$ cat config.mk
export PLATFORM = sky130hd
export DESIGN_NAME = ife_block_dispatcher
export DESIGN_NICKNAME = d
export VERILOG_FILES = /design/src/rtl/ife_block_dispatcher.sv
export SDC_FILE = /design/constraint.sdc
export NUM_CORES = 1
export LEC_CHECK = 0
export CAP_MARGIN = 10
export CORE_ASPECT_RATIO = 1.75
export CORE_MARGIN = 2
export CORE_UTILIZATION = 30
export DETAILED_ROUTE_END_ITERATION = 7
export PLACE_DENSITY = 0.61
export SYNTH_ARGS = -nofsm -noshare
export SYNTH_HDL_FRONTEND = slang
export SYNTH_SLANG_ARGS = --single-unit
$ cat constraint.sdc
create_clock -name clk -period 1.5 [get_ports clk]
set_input_delay 0.15 -clock clk [delete_from_list [all_inputs] [get_ports clk]]
set_output_delay 0.15 -clock clk [all_outputs]
set_load 0.05 [all_outputs]
$ cat src/rtl/ife_block_dispatcher.sv
// IFE block dispatcher: pops blocks from the block queue, picks a free core
// round-robin, and streams the block's instrs to it one beat per handshake.
// Ports: clk, rst_n (async active-low)
//   queue side: block_id_in, block_in, valid_in, ready_out
//   core side : core_instr, core_block_id, core_valid, core_last,
//               core_ready, core_done, busy_mask
//   IFE_DISPATCH_STATS_EN adds dispatch_count, stall_count
module ife_block_dispatcher #(
  parameter int BLOCK_ID_WIDTH = 8,
  parameter int INSTR_WIDTH    = 32,
  parameter int BLOCK_SIZE     = 4,
  parameter int NUM_CORES      = 2
) (
  input  logic                              clk,
  input  logic                              rst_n,
  input  logic [BLOCK_ID_WIDTH-1:0]         block_id_in,
  input  logic [BLOCK_SIZE*INSTR_WIDTH-1:0] block_in,
  input  logic                              valid_in,
  output logic                              ready_out,
  output logic [NUM_CORES*INSTR_WIDTH-1:0]  core_instr,
  output logic [NUM_CORES*BLOCK_ID_WIDTH-1:0] core_block_id,
  output logic [NUM_CORES-1:0]              core_valid,
  output logic [NUM_CORES-1:0]              core_last,
  input  logic [NUM_CORES-1:0]              core_ready,
  input  logic [NUM_CORES-1:0]              core_done,
  output logic [NUM_CORES-1:0]              busy_mask
`ifdef IFE_DISPATCH_STATS_EN
  ,
  output logic [15:0]                       dispatch_count,
  output logic [15:0]                       stall_count
`endif
);

  localparam int CW = $clog2(NUM_CORES);
  localparam int BW = $clog2(BLOCK_SIZE);
  localparam int IW = INSTR_WIDTH;
  localparam int DW = BLOCK_ID_WIDTH;

  typedef enum logic {IDLE, ISSUE} state_t;

  state_t                       state_q, state_d;
  logic [NUM_CORES-1:0]         busy_q, busy_d, clr;
  logic [CW-1:0]                rr_q, rr_d;
  logic [CW-1:0]                tgt_q, tgt_d;
  logic [CW-1:0]                pick, idx;
  logic                         found;
  logic [BW-1:0]                beat_q, beat_d;
  logic [DW-1:0]                id_q, id_d;
  logic [BLOCK_SIZE*IW-1:0]     buf_q, buf_d;
  logic                         take, acc, last;

  assign busy_mask = busy_q;
  assign ready_out = (state_q == IDLE) && !(&busy_q);
  assign take      = valid_in && ready_out;
  assign acc       = (state_q == ISSUE) && core_ready[tgt_q];
  assign last      = (beat_q == BW'(BLOCK_SIZE-1));

  // first free core scanning from rr_q upward, wrapping
  always_comb begin
    pick  = '0;
    idx   = '0;
    found = 1'b0;
    for (int k = 0; k < NUM_CORES; k++) begin
      idx = CW'((int'(rr_q) + k) % NUM_CORES);
      if (!found && !busy_q[idx]) begin
        pick  = idx;
        found = 1'b1;
      end
    end
  end

  always_comb begin
    state_d = state_q;
    rr_d    = rr_q;
    tgt_d   = tgt_q;
    beat_d  = beat_q;
    id_d    = id_q;
    buf_d   = buf_q;
    // done on the core being issued to is a protocol error: keep busy
    clr     = core_done & busy_q;
    if (state_q == ISSUE) clr[tgt_q] = 1'b0;
    busy_d  = busy_q & ~clr;
    unique case (state_q)
      IDLE: begin
        if (take) begin
          id_d         = block_id_in;
          buf_d        = block_in;
          tgt_d        = pick;
          busy_d[pick] = 1'b1;
          state_d      = ISSUE;
        end
      end
      ISSUE: begin
        if (acc) begin
          if (last) begin
            beat_d  = '0;
            rr_d    = (tgt_q == CW'(NUM_CORES-1)) ? '0 : tgt_q + 1'b1;
            state_d = IDLE;
          end else begin
            beat_d  = beat_q + 1'b1;
          end
        end
      end
      default: state_d = IDLE;
    endcase
  end

  always_comb begin
    core_valid    = '0;
    core_last     = '0;
    core_instr    = '0;
    core_block_id = '0;
    if (state_q == ISSUE) begin
      core_valid[tgt_q] = 1'b1;
      core_last[tgt_q]  = last;
      core_instr[int'(tgt_q)*IW +: IW] =
        buf_q[int'(beat_q)*IW +: IW];
      core_block_id[int'(tgt_q)*DW +: DW] = id_q;
    end
  end

  always_ff @(posedge clk or negedge rst_n) begin
    if (!rst_n) begin
      state_q <= IDLE;
      busy_q  <= '0;
      rr_q    <= '0;
      tgt_q   <= '0;
      beat_q  <= '0;
      id_q    <= '0;
      buf_q   <= '0;
    end else begin
      state_q <= state_d;
      busy_q  <= busy_d;
      rr_q    <= rr_d;
      tgt_q   <= tgt_d;
      beat_q  <= beat_d;
      id_q    <= id_d;
      buf_q   <= buf_d;
    end
  end

`ifdef IFE_DISPATCH_STATS_EN
  always_ff @(posedge clk or negedge rst_n) begin
    if (!rst_n) begin
      dispatch_count <= '0;
      stall_count    <= '0;
    end else begin
      if (acc && last)
        dispatch_count <= dispatch_count + 16'd1;
      if (state_q == ISSUE && !core_ready[tgt_q] &&
          stall_count != 16'hFFFF)
        stall_count <= stall_count + 16'd1;
    end
  end
`endif

endmodule
==> metrics <==
run status=finished with violations; violations in the final reports=negative setup slack; adder-cell area share of the yosys netlist=0.175%; LEAKAGE=5.51 nW; Worst Reg-to-Reg Cells=7; cell type with the highest aggregate area in the netlist=dfrtp_1; setup slack on the worst flop-to-flop path=-0.22 ns; launching element type of the critical path=flop; post-synthesis share of cell area spent on and, or, nand and nor gates=7.93%; Worst-Skew Late Latency=0.43 ns; final critical-path required period=2.10 ns; Hold Fails Final Rpt=0; Max IR drop VDD=~1500 uV; Period Utilization, post-route=140%; nets@finish=slightly below 900; ratio of routed vias to standard cells=4.56; number of detailed-routing iterations run before antenna repair=4; routability cong.=a little under 0.8; number of max-slew violations in the final report=0; clock transition at the register clock pins on the worst setup and hold paths after CTS=approximately 0.06 ns; DP Wirelength=16000 um; residual DRC count=0; clock root buffer=clkbuf_16; remaining global-route overflow=0; proportion of synthesized area in mux cells=37.7%; most frequently used cell type in the post-synthesis netlist=dfrtp_1; Post-Synthesis Mean Instance Area=15.9 um^2; maximum net fanout on the critical path=6; Comb pwr share=approximately two thirds; post-synthesis compound-gate area fraction=0.734%; flop and latch count out of synthesis=143; Post-Syn Nets=594; PD cells=about 2700 nW/um^2; clock tree from TritonCTS=yes; clock network power share=12.6%; Synth warnings=0; post-synthesis sequential area ratio=50.0%; portion of total power attributed to sequential cells=20.5%; starting density of the core=around 31%; width of the die=121 um; Worst setup EP type=output port; post-synthesis share of cell area spent on xor and xnor gates=0%; routed length per instance=21.5 um; R2R Path Start=state_q; setup TNS=-59.90 ns; dominant combinational cell family by area after synthesis=multiplexers; fraction of registers with async set or reset after synthesis=100%; Core Rows=74; top post-synthesis cells by area=dfrtp_1 50%, mux2_4 22%, mux4_2 10%; final setup vio count=between 200 and 250; Worst Setup Path Type=reg2out; data required time of the worst path=1.35 ns; Port Buf Inserts=229; via count of the first global-routing pass=about 6000; RSZ-0062 raised after global routing=yes; count of routing violations after the opening detailed-route iteration=138; Synth top area share=50.0%; remaining antenna violation count after routing=0; final-layout fill cell count=roughly 1900; TritonCTS buffer count=17; leading register cell type out of synthesis=dfrtp_1; final wirelength=22900 um; terminus of the critical flop-to-flop path=buf_q[14]; number of synthesized flops with an enable pin=0; maximum number of buffers from clock root to sink=2; GRT Resource Usage Total=18.9%; final worst-path setup slack=-0.602 ns; initial antenna violation count=4; maximum number of pins on one net before global-route repair=42; worst hold margin=0.236 ns; fraction of power spent switching nets=37.4%; Floorplan Core Area=23400 um^2; number of I/O pins=230; first-pass GRT wire length=about 35000 um; top achievable clock speed=476 MHz; Max-Cap Viols=0; layout cell share with drive strength beyond 1=61.1%; HP Class=in2async; Psw=~0.013 W; number of cells produced by synthesis=450; Max Clock Skew=0.00726 ns; commonest cells in the netlist=143 x dfrtp_1, 107 x mux2_4, 74 x and2_1; Arrival @ worst endpoint=roughly 2.0 ns; headroom to the max-slew limit=71.2%; count of cell types in the netlist=27; internal power=0.0217 W; Num Clock Sinks=143; die outline height=208 um; routed vias=roughly 4900; Worst Tran Pin Value=0.432 ns; combined area of all synthesized cells=~7200 um^2; Die ar.=25200 um^2; area added between synthesis and finish=76.9%; htree depth=4
==> power groups by stage <==
| stage | logic (W) | registers (W) | clock network (W) |
|---|---|---|---|
| after global routing | 0.0242 | 0.00736 | 0.00466 |
| after floorplan | 0.0128 | 0.00671 | 0 |
| after detailed placement | 0.0205 | 0.00716 | 0 |
| final | 0.0233 | 0.00712 | 0.00437 |
| after global placement | 0.0202 | 0.00701 | 0 |
| after CTS | 0.0236 | 0.00712 | 0.00449 |
==> area by class of cell <==
type	count	area [um^2]	area share, %
clock inverters	12	158	1.24
clock buffers	20	457	3.60
inverters	1	3.75	0.0296
multi-input cells	273	3720	29.3
well taps	304	380	3.00
repair buffers	310	4360	34.4
diodes	4	10.0	0.0790
flip-flops and latches	143	3580	28.3
==> routing by layer <==
| metal | wire length (um) | track usage (%) | vias up |
|---|---|---|---|
| li1 | - | - | 2191 |
| met1 | 7850 | 19.7 | 2499 |
| met2 | 13500 | 36.0 | 134 |
| met3 | 792 | 3.37 | 38 |
| met4 | 744 | 8.58 | 0 |
| met5 | 0 | 0 | - |
==> stage by stage <==
stage          utilization [%]  instance area [um^2]  worst slack [ns]  cells  total power, W
4_1_cts                   54.5                 12800            -0.627   1068          0.0352
5_1_grt                   54.1                 12700            -0.658   1067          0.0362
3_3_place_gp              46.9                 11000            -0.179    989          0.0272
6_report                  54.1                 12700            -0.602   1067          0.0347
3_5_place_dp              46.9                 11000            -0.196    989          0.0276
2_1_floorplan                -                  7380            -0.454    450          0.0195
==> state kept, by name (all words and copies together), names as in the netlist <==
name,cells
beat_q,2
buf_q,128
busy_mask,2
id_q,8
rr_q,1
state_q,1
tgt_q,1
==> logic make-up after synthesis <==
kind of cell             after synthesis
AO/OA/AOI/OAI                          7
adder cells (fa/ha/maj)                1
buffers and inverters                 34
flip-flops                           143
multiplexers                         172
AND/OR/NAND/NOR                       93
==> cells in the final DEF, fill, tap and decap left out, types with 9 or more instances in the layout <==
master	count
and2_4	75
and3_4	9
buf_12	103
buf_4	13
buf_6	28
buf_8	15
clkbuf_16	19
clkdlybuf4s50_1	141
dfrtp_1	138
mux2_4	138
mux4_2	32
==> timing repair <==
action,CTS,global route
setup buffers,31,16
hold buffers,1,0
gates cloned,15,2
pin swaps,40,13
setup endpoints to repair,188,227
resized for setup,125,38
hold endpoints to repair,35,0
==> critical path, stage by stage (launching register included) <==
cell     delay (ns)
dfrtp_2        0.38
buf_6          0.14
buf_12         0.14
mux4_2         0.55
and2_4         0.17
buf_12         0.14
==> worst max-delay path by stage <==
stage / from / endpoint / slack (ns)
floorplan: busy_mask[0] / buf_q[0] / -0.45
global placement: beat_q[0] / core_instr[41] / -0.18
detailed placement: valid_in / buf_q[55] / -0.20
CTS: beat_q[0] / core_instr[59] / -0.63
global route: beat_q[0] / core_instr[6] / -0.66
finish: beat_q[0] / core_instr[59] / -0.60
Note: power is estimated with default switching activity, not from simulation.
